[src/rtl/mem_pkg.sv]
// Shared definitions for the unified memory port: ls_type field layout,
// access size codes, arbiter state encoding and the fetch fallback word.
package mem_pkg;

    localparam int unsigned LS_SIZE_LSB = 0;
    localparam int unsigned LS_SIZE_MSB = 1;
    localparam int unsigned LS_UNS_BIT  = 2;

    localparam logic [1:0] SZ_B = 2'b00;
    localparam logic [1:0] SZ_H = 2'b01;
    localparam logic [1:0] SZ_W = 2'b10;

    localparam logic [31:0] NOP = 32'h0000_0013;

    typedef enum logic [1:0] {
        IDLE,
        BUSY_ME,
        BUSY_IF
    } arb_state_e;

endpackage

[src/rtl/ls_format.sv]
// Load/store lane formatting: byte enables, store replication, misalign
// detection on the request side and load byte/half extraction on the response side.
module ls_format
    import mem_pkg::*;
(
    input  logic [1:0]  req_size_i,
    input  logic [1:0]  req_addr_lo_i,
    input  logic [31:0] req_wdata_i,
    output logic [3:0]  req_be_o,
    output logic [31:0] req_wdata_o,
    output logic        req_misalign_o,

    input  logic [1:0]  rsp_size_i,
    input  logic        rsp_unsigned_i,
    input  logic [1:0]  rsp_addr_lo_i,
    input  logic [31:0] rsp_rdata_i,
    output logic [31:0] rsp_load_o
);

    logic [7:0]  byte_sel;
    logic [15:0] half_sel;

    always_comb begin
        req_be_o       = 4'b1111;
        req_wdata_o    = req_wdata_i;
        req_misalign_o = 1'b0;
        case (req_size_i)
            SZ_B: begin
                req_be_o    = 4'b0001 << req_addr_lo_i;
                req_wdata_o = {4{req_wdata_i[7:0]}};
            end
            SZ_H: begin
                req_be_o       = 4'b0011 << {req_addr_lo_i[1], 1'b0};
                req_wdata_o    = {2{req_wdata_i[15:0]}};
                req_misalign_o = req_addr_lo_i[0];
            end
            // Word and the unused size code both behave as a full word.
            default: begin
                req_misalign_o = |req_addr_lo_i;
            end
        endcase
    end

    always_comb begin
        case (rsp_addr_lo_i)
            2'd0:    byte_sel = rsp_rdata_i[7:0];
            2'd1:    byte_sel = rsp_rdata_i[15:8];
            2'd2:    byte_sel = rsp_rdata_i[23:16];
            default: byte_sel = rsp_rdata_i[31:24];
        endcase
        half_sel = rsp_addr_lo_i[1] ? rsp_rdata_i[31:16] : rsp_rdata_i[15:0];

        rsp_load_o = rsp_rdata_i;
        case (rsp_size_i)
            SZ_B: rsp_load_o = rsp_unsigned_i ? {24'b0, byte_sel}
                                              : {{24{byte_sel[7]}}, byte_sel};
            SZ_H: rsp_load_o = rsp_unsigned_i ? {16'b0, half_sel}
                                              : {{16{half_sel[15]}}, half_sel};
            default: rsp_load_o = rsp_rdata_i;
        endcase
    end

endmodule

[src/rtl/mem_port_arbiter.sv]
// Round-robin arbiter for the single memory port shared by instruction fetch
// and the M-stage load/store unit, with per-access timeout and fetch flush.
module mem_port_arbiter
    import mem_pkg::*;
#(
    parameter int ADDR_W  = 32,
    parameter int TIMEOUT = 255
) (
    input  logic              clk,
    input  logic              rst_n,

    input  logic              if_req,
    input  logic [ADDR_W-1:0] if_addr,
    input  logic              if_flush,
    output logic              if_valid,
    output logic [31:0]       if_rdata,

    input  logic              me_req,
    input  logic              me_we,
    input  logic [3:0]        me_ls_type,
    input  logic [ADDR_W-1:0] me_addr,
    input  logic [31:0]       me_wdata,
    output logic              me_done,
    output logic [31:0]       me_rdata,
    output logic              me_err,

    output logic              mem_req,
    output logic              mem_we,
    output logic [3:0]        mem_be,
    output logic [ADDR_W-1:0] mem_addr,
    output logic [31:0]       mem_wdata,
    input  logic              mem_ack,
    input  logic [31:0]       mem_rdata,

    output logic              stall_if,
    output logic              stall_me
);

    localparam int WAIT_W = (TIMEOUT < 2) ? 1 : $clog2(TIMEOUT);

    arb_state_e        state_q, state_d;
    logic              last_me_q, last_me_d;
    logic              discard_q, discard_d;
    logic [WAIT_W-1:0] wait_q, wait_d;

    logic              mem_req_q, mem_req_d;
    logic              mem_we_q, mem_we_d;
    logic [3:0]        mem_be_q, mem_be_d;
    logic [ADDR_W-1:0] mem_addr_q, mem_addr_d;
    logic [31:0]       mem_wdata_q, mem_wdata_d;

    logic [1:0]        rsp_size_q, rsp_size_d;
    logic              rsp_uns_q, rsp_uns_d;
    logic [1:0]        rsp_lo_q, rsp_lo_d;

    logic              if_valid_q, if_valid_d;
    logic [31:0]       if_rdata_q, if_rdata_d;
    logic              me_done_q, me_done_d;
    logic [31:0]       me_rdata_q, me_rdata_d;
    logic              me_err_q, me_err_d;

    logic              me_elig, if_elig, timed_out;
    logic [3:0]        req_be;
    logic [31:0]       req_wdata, rsp_load;
    logic              req_misalign;
    logic              unused_bits;

    assign unused_bits = ^{if_addr[1:0], me_ls_type[3]};

    ls_format u_ls_format (
        .req_size_i     (me_ls_type[LS_SIZE_MSB:LS_SIZE_LSB]),
        .req_addr_lo_i  (me_addr[1:0]),
        .req_wdata_i    (me_wdata),
        .req_be_o       (req_be),
        .req_wdata_o    (req_wdata),
        .req_misalign_o (req_misalign),
        .rsp_size_i     (rsp_size_q),
        .rsp_unsigned_i (rsp_uns_q),
        .rsp_addr_lo_i  (rsp_lo_q),
        .rsp_rdata_i    (mem_rdata),
        .rsp_load_o     (rsp_load)
    );

    // A requester sits out the cycle its own completion pulse is visible,
    // since it has not yet had a chance to drop or replace its request.
    assign me_elig   = me_req & ~me_done_q;
    assign if_elig   = if_req & ~if_valid_q;
    assign timed_out = (wait_q == WAIT_W'(TIMEOUT - 1));

    always_comb begin
        state_d     = state_q;
        last_me_d   = last_me_q;
        discard_d   = discard_q;
        wait_d      = wait_q;
        mem_req_d   = mem_req_q;
        mem_we_d    = mem_we_q;
        mem_be_d    = mem_be_q;
        mem_addr_d  = mem_addr_q;
        mem_wdata_d = mem_wdata_q;
        rsp_size_d  = rsp_size_q;
        rsp_uns_d   = rsp_uns_q;
        rsp_lo_d    = rsp_lo_q;
        if_valid_d  = 1'b0;
        if_rdata_d  = if_rdata_q;
        me_done_d   = 1'b0;
        me_rdata_d  = me_rdata_q;
        me_err_d    = 1'b0;

        case (state_q)
            IDLE: begin
                if (me_elig && (!if_elig || !last_me_q)) begin
                    last_me_d = 1'b1;
                    if (req_misalign) begin
                        me_done_d  = 1'b1;
                        me_err_d   = 1'b1;
                        me_rdata_d = '0;
                    end else begin
                        state_d     = BUSY_ME;
                        wait_d      = '0;
                        mem_req_d   = 1'b1;
                        mem_we_d    = me_we;
                        mem_be_d    = req_be;
                        mem_addr_d  = {me_addr[ADDR_W-1:2], 2'b00};
                        mem_wdata_d = req_wdata;
                        rsp_size_d  = me_ls_type[LS_SIZE_MSB:LS_SIZE_LSB];
                        rsp_uns_d   = me_ls_type[LS_UNS_BIT];
                        rsp_lo_d    = me_addr[1:0];
                    end
                end else if (if_elig) begin
                    last_me_d   = 1'b0;
                    state_d     = BUSY_IF;
                    wait_d      = '0;
                    discard_d   = 1'b0;
                    mem_req_d   = 1'b1;
                    mem_we_d    = 1'b0;
                    mem_be_d    = 4'b1111;
                    mem_addr_d  = {if_addr[ADDR_W-1:2], 2'b00};
                    mem_wdata_d = '0;
                end
            end

            BUSY_ME: begin
                if (mem_ack) begin
                    state_d    = IDLE;
                    mem_req_d  = 1'b0;
                    me_done_d  = 1'b1;
                    me_rdata_d = mem_we_q ? '0 : rsp_load;
                end else if (timed_out) begin
                    state_d    = IDLE;
                    mem_req_d  = 1'b0;
                    me_done_d  = 1'b1;
                    me_err_d   = 1'b1;
                    me_rdata_d = '0;
                end else begin
                    wait_d = wait_q + 1'b1;
                end
            end

            BUSY_IF: begin
                if (if_flush) begin
                    discard_d = 1'b1;
                end
                // A flush in the completing cycle must also suppress the pulse.
                if (mem_ack) begin
                    state_d   = IDLE;
                    mem_req_d = 1'b0;
                    if (!(discard_q || if_flush)) begin
                        if_valid_d = 1'b1;
                        if_rdata_d = mem_rdata;
                    end
                end else if (timed_out) begin
                    state_d   = IDLE;
                    mem_req_d = 1'b0;
                    if (!(discard_q || if_flush)) begin
                        if_valid_d = 1'b1;
                        if_rdata_d = NOP;
                    end
                end else begin
                    wait_d = wait_q + 1'b1;
                end
            end

            default: begin
                state_d   = IDLE;
                mem_req_d = 1'b0;
            end
        endcase
    end

    always_ff @(posedge clk) begin
        if (!rst_n) begin
            state_q     <= IDLE;
            last_me_q   <= 1'b0;
            discard_q   <= 1'b0;
            wait_q      <= '0;
            mem_req_q   <= 1'b0;
            mem_we_q    <= 1'b0;
            mem_be_q    <= '0;
            mem_addr_q  <= '0;
            mem_wdata_q <= '0;
            rsp_size_q  <= '0;
            rsp_uns_q   <= 1'b0;
            rsp_lo_q    <= '0;
            if_valid_q  <= 1'b0;
            if_rdata_q  <= '0;
            me_done_q   <= 1'b0;
            me_rdata_q  <= '0;
            me_err_q    <= 1'b0;
        end else begin
            state_q     <= state_d;
            last_me_q   <= last_me_d;
            discard_q   <= discard_d;
            wait_q      <= wait_d;
            mem_req_q   <= mem_req_d;
            mem_we_q    <= mem_we_d;
            mem_be_q    <= mem_be_d;
            mem_addr_q  <= mem_addr_d;
            mem_wdata_q <= mem_wdata_d;
            rsp_size_q  <= rsp_size_d;
            rsp_uns_q   <= rsp_uns_d;
            rsp_lo_q    <= rsp_lo_d;
            if_valid_q  <= if_valid_d;
            if_rdata_q  <= if_rdata_d;
            me_done_q   <= me_done_d;
            me_rdata_q  <= me_rdata_d;
            me_err_q    <= me_err_d;
        end
    end

    assign mem_req   = mem_req_q;
    assign mem_we    = mem_we_q;
    assign mem_be    = mem_be_q;
    assign mem_addr  = mem_addr_q;
    assign mem_wdata = mem_wdata_q;
    assign if_valid  = if_valid_q;
    assign if_rdata  = if_rdata_q;
    assign me_done   = me_done_q;
    assign me_rdata  = me_rdata_q;
    assign me_err    = me_err_q;

    assign stall_if  = if_req & ~if_valid_q;
    assign stall_me  = me_req & ~me_done_q;

endmodule
[config.mk]
export PLATFORM = sky130hd
export DESIGN_NAME = mem_port_arbiter
export DESIGN_NICKNAME = d
export VERILOG_FILES = /design/src/rtl/mem_pkg.sv /design/src/rtl/ls_format.sv /design/src/rtl/mem_port_arbiter.sv
export SDC_FILE = /design/constraint.sdc
export NUM_CORES = 1
export LEC_CHECK = 0
export ABC_AREA = 1
export ABC_CLOCK_PERIOD_IN_PS = 3600
export CORE_ASPECT_RATIO = 0.6
export CORE_MARGIN = 3
export CORE_UTILIZATION = 48
export CTS_CLUSTER_DIAMETER = 120
export CTS_CLUSTER_SIZE = 30
export DETAILED_ROUTE_END_ITERATION = 6
export PLACE_DENSITY = 0.86
export SLEW_MARGIN = 20
export SYNTH_ARGS = -nofsm -noshare
export SYNTH_HDL_FRONTEND = slang
export SYNTH_SLANG_ARGS = --single-unit
[constraint.sdc]
create_clock -name clk -period 3.6 [get_ports clk]
set_clock_uncertainty 0.1 [all_clocks]
set_input_delay 0.72 -clock clk [delete_from_list [all_inputs] [get_ports clk]]
set_output_delay 0.72 -clock clk [all_outputs]
set_load 0.02 [all_outputs]
Word level (Yosys, flattened, before mapping)
Cells that the tools add are included.
- bits of input ports: 139
- register bits after elaboration: 154
- word-level logic and storage cells: 132
- mux-type cells: 62
- add/subtract/negate cells: 1
- reductions and logical operators: 25
- equal/unequal tests: 19
- bitwise logic cells: 6
- shift-type cells: 2
- operator list (kind ; number):
    $mux W32 ; 17
    $pmux W32 S2 ; 3
    $mux W8 ; 5
    $pmux W8 S3 ; 1
    $mux W1 ; 19
    $mux W16 ; 1
    $ne A2 B2 Y1 const B ; 8
    $pmux W8 S2 ; 1
    $mux W4 ; 3
    $reduce_and A3 Y1 ; 4
    $mux W2 ; 5
    $pmux W1 S2 ; 5
    $reduce_bool A2 Y1 ; 5
    $ne A3 B3 Y1 const B ; 3
    $add A8 B1 Y8 const B ; 1
    $eq A2 B1 Y1 const B ; 4
    $eq A8 B8 Y1 const B ; 1
    $logic_not A2 Y1 ; 4
    $pmux W4 S2 ; 1
    $reduce_and A4 Y1 ; 2
    $reduce_and A5 Y1 ; 1
    $eq A2 B2 Y1 const B ; 2
    $not A1 Y1 ; 4
    $pmux W2 S2 ; 1
    other kinds (9) ; 14

Logic depth before layout (Yosys ltp)
- depth after elaboration: 7
- gate-level depth with buffers: 11
- mapped depth without buffers: 11

Modules after synthesis
A second synthesis with hierarchy kept.
- cell total of the unflattened synthesis: 1218
- area, all modules: 7662.3 um^2
- by module, submodules not included (module ; instances ; cells each ; sequential area each (um^2) ; area an instance (um^2)):
    mem_port_arbiter ; 1 ; 968 ; 3042.9 ; 6513.7
    ls_format ; 1 ; 250 ; 0.0 ; 1148.6

Worst setup path before layout
No wires, ideal clock.
- path kind: input -> register
- start point: input port me_req
- end point: register mem_we_q (netlist: mem_we)
- data arrival time: 1.828 ns
- stages on the path: 10
- data required time: 3.430 ns
- setup time: 0.070 ns
- path slack: 1.602 ns
- path through: inv_1 nor2_4 nand2_2 nand2_1 nand2_1 a21oi_2 buf_4 buf_4 nand3_1 a21oi_1
- word-level cells in the longest chain between the ends: 4
- elaborated cells between the ends (all ways): 6
- classes of those cells: 1 x eq/ne; 1 x mux; 1 x bitwise; 3 x reduce/logical
- ends and longest elaborated chain (item ; RTL line ; text):
    start: declaration ; mem_port_arbiter.sv:18 ; input logic me_req,
    $and A1 B1 Y1 * ; n/a ;
    via stall_me ; mem_port_arbiter.sv:36 ; output logic stall_me
    $logic_and A1 B1 Y1 * ; mem_port_arbiter.sv:111 ; if (me_elig && (!if_elig || !last_me_q)) begin
    $ne A2 B2 Y1 (no line) or $reduce_bool A2 Y1 (tied branches) ; n/a ;
    $reduce_and A3 Y1 (no line) ; n/a ;
    end signal: assignment ; mem_port_arbiter.sv:215 ; mem_we_q <= mem_we_d;
    end: declaration ; mem_port_arbiter.sv:47 ; logic mem_we_q, mem_we_d;
The timed path passes the listed nets; every way through them passes the cells marked *.
A chain may end at the register's enable or synchronous reset.

Worst setup path after layout
- start point: input port me_req
- end point: output port stall_me
- word-level cells in the longest chain between the ends: 1
- ends and longest elaborated chain (item ; RTL line ; text):
    $and A1 B1 Y1 ; mem_port_arbiter.sv:242 ; assign stall_me = me_req & ~me_done_q;
    end: declaration ; mem_port_arbiter.sv:36 ;
Every way passes these cells.

==> impl_metrics.tcl <==
set metrics [dict create \
    worstReg2RegStart "rsp_lo_q[1]" \
    drive_above_1_share_pct 7.80 \
    gp_congestion 0.969 \
    fillers 1184 \
    cts_tree "built" \
    die_w_um 165 \
    route.vias.total 7955 \
    dieArea_mm2 0.0167 \
    syn2layout_area_growth_pct 46.0 \
    core_area_mm2 0.0146 \
    final_cell_mix "nand2_1, clkdlybuf4s50_1, nor2_1" \
    clk_pin_slew_worst_paths_ns 0.07 \
    synthXorXnorAreaFrac_pct 0.483 \
    arrival_ns 2.01 \
    fmax_mhz 353 \
    clk_latency_ns 0.41 \
    finalNetCount 1439 \
    yosys.area_share.simple_pct 33.0 \
    cts_buffers 17 \
    vdd_drop_max_v 0.000340 \
    hold_violations 0 \
    finalSetupViolCount 0 \
    drtIter0Drc 962 \
    setup.worst_path.start_class "primary input" \
    synthAdderAreaFrac_pct 0.863 \
    crit_type "in -> out" \
    grt_pass1_wl_um 39000 \
    critPathSlowestCell "clkdlybuf4s50_1" \
    synth_compound_gate_area_share_pct 16.4 \
    cts_buffer_depth 2 \
    postCtsResizedCells 0 \
    initial_core_util_pct 49.5 \
    yosysSeqAreaShare_pct 42.0 \
    dp_slack_ns 0.611 \
    reg2reg_slack_ns 1.25 \
    synth_top_family_by_area "simple AND/OR/NAND/NOR gates" \
    synthMuxAreaShare_pct 0 \
    fin_crit_sh_pct 78.6 \
    ys_ff_latch 152 \
    endpoint_kind "output pin" \
    ys_types 35 \
    maxSlewViolCount 0 \
    worst_slack_ns 0.771 \
    dr.pass1.iters 6 \
    ant_nets 0 \
    total_power_mw 5.92 \
    cpPeakStageDelay_ns 0.64 \
    drt-total-wl_um 25800 \
    crit_top_cell "clkdlybuf4s50_1" \
    status "complete, no violations" \
    path_cells "clkdlybuf4s50_1 > inv_1 > nor2_4 > clkdlybuf4s50_1" \
    cp-endpoint "stall_me" \
    vias_per_cell 5.28 \
    grt_usage_pct 30.0 \
    rsz0062_at_grt "no" \
    clock_sinks 152 \
    portBuffers 272 \
    maxSlewHeadroom_pct 30.1 \
    worstMarginPinSlew_ns 1.05 \
    p_per_area_mw_per_mm2 560 \
    finalCriticalPeriod_ns 2.83 \
    grt_pass1_vias 7063 \
    cts_root_buf "clkbuf_16" \
    hold_buffers 0 \
    grt_max_degree 75 \
    synth_warnings 0 \
    syn_inst 1058 \
    ctsHtreeMaxLevel 4 \
    fin_setup_tns_ns 0 \
    postCtsSetupBuffers 0 \
    startpoint "me_req" \
    leakage_nw 4.13 \
    wl_per_cell_um 17.1 \
    fin_util_pct 72.3 \
    crit_required_ns 2.78 \
    timing.rr.end "me_rdata[6]" \
    avgSynthCellArea_um2 6.85 \
    place_hpwl_um 19100 \
    antenna_found_initial 0 \
    overflow 0 \
    synthesis.area_mm2 0.00725 \
    diodes 0 \
    die_h_um 101 \
    rows 34 \
    cp_max_fo 3 \
    drc_errors 0 \
    io-pin-count 278 \
    max_cap_violations 0 \
    reg2reg_depth 7 \
    hold_class "reg -> reg" \
    final_common_cell "nand2_1" \
]
==> how the worst min path moves through the flow <==
stage / depth (start not counted) / to / from
floorplan: 2 / last_me_q / last_me_q
global placement: 2 / last_me_q / last_me_q
detailed placement: 2 / me_rdata[0] / me_rdata[0]
CTS: 2 / me_rdata[0] / me_rdata[0]
global route: 2 / mem_wdata[7] / mem_wdata[7]
finish: 2 / if_rdata[0] / if_rdata[0]
==> metal layers <==
layer	part of all wire (%)	vias up	GRT usage (%)
met1	45	3624	43.8
li1	-	3929	-
met4	1.3	0	6.89
met3	12	31	10.1
met5	0	-	0
met2	42	371	43.0
==> sequential cells by signal (all words and copies together), names as in the netlist, 2 cells and up <==
| register | flops |
|---|---|
| rsp_size_q | 2 |
| wait_q | 8 |
| mem_addr | 30 |
| me_rdata | 32 |
| mem_be | 4 |
| state_q | 2 |
| mem_wdata | 32 |
| rsp_lo_q | 2 |
| if_rdata | 32 |
==> metrics by stage <==
stage                     hold slack, ns  cell area, um^2  instances
final                              0.366            10600       1506
after global routing               0.381            10600       1506
after CTS                          0.366            10600       1506
after detailed placement           0.356            10000       1474
after global placement             0.352            10000       1474
after floorplan                    0.340             7250       1059
==> where the power goes <==
group / internal [mW] / total, mW / switching (mW)
logic: 0.817 / 2.11 / 1.29
registers: 1.92 / 2.07 / 0.155
clock network: 0.970 / 1.74 / 0.772
==> area by class of cell <==
class / instances / area, um^2 / area share (%)
timing repair buffer: 287 / 2860 / 27.0
tap: 198 / 248 / 2.34
clock inverter: 15 / 144 / 1.36
sequential: 152 / 3040 / 28.8
clock buffer: 17 / 425 / 4.02
multi-input combinational: 792 / 3700 / 35.0
inverter: 45 / 169 / 1.60
==> cell usage after synthesis (all sizes together) <==
cell / instances / area, um^2
nand3: 80 / 536
inv: 45 / 169
a211oi: 1 / 7.51
nand3b: 1 / 7.51
conb: 1 / 3.75
ha: 5 / 62.6
nor2: 168 / 664
nand2: 285 / 1080
o22ai: 8 / 50.1
nor3: 3 / 15.0
o211ai: 7 / 52.6
xnor2: 1 / 8.76
xor2: 3 / 26.3
buf: 33 / 210
a31oi: 1 / 6.26
o21a: 1 / 7.51
nand4: 2 / 12.5
or2: 12 / 75.1
o21ai: 127 / 636
dfxtp: 152 / 3040
clkbuf: 37 / 139
a21oi: 85 / 433
==> logic make-up after synthesis <==
kind of cell               Yosys count
AOI/OAI and AO/OA                  230
xor gates and xnor gates             4
adders and majority gates            5
buffers and inverters              115
DFF                                152
other                                1
and+or+nand+nor                    551
==> worst max-delay path, delay by kind of cell <==
| kind | cells | cell delay, ns |
|---|---|---|
| and+or+nand+nor | 1 | 0.13 |
| buffers and inverters | 3 | 1.16 |
Power figures use the tool's default switching activity.
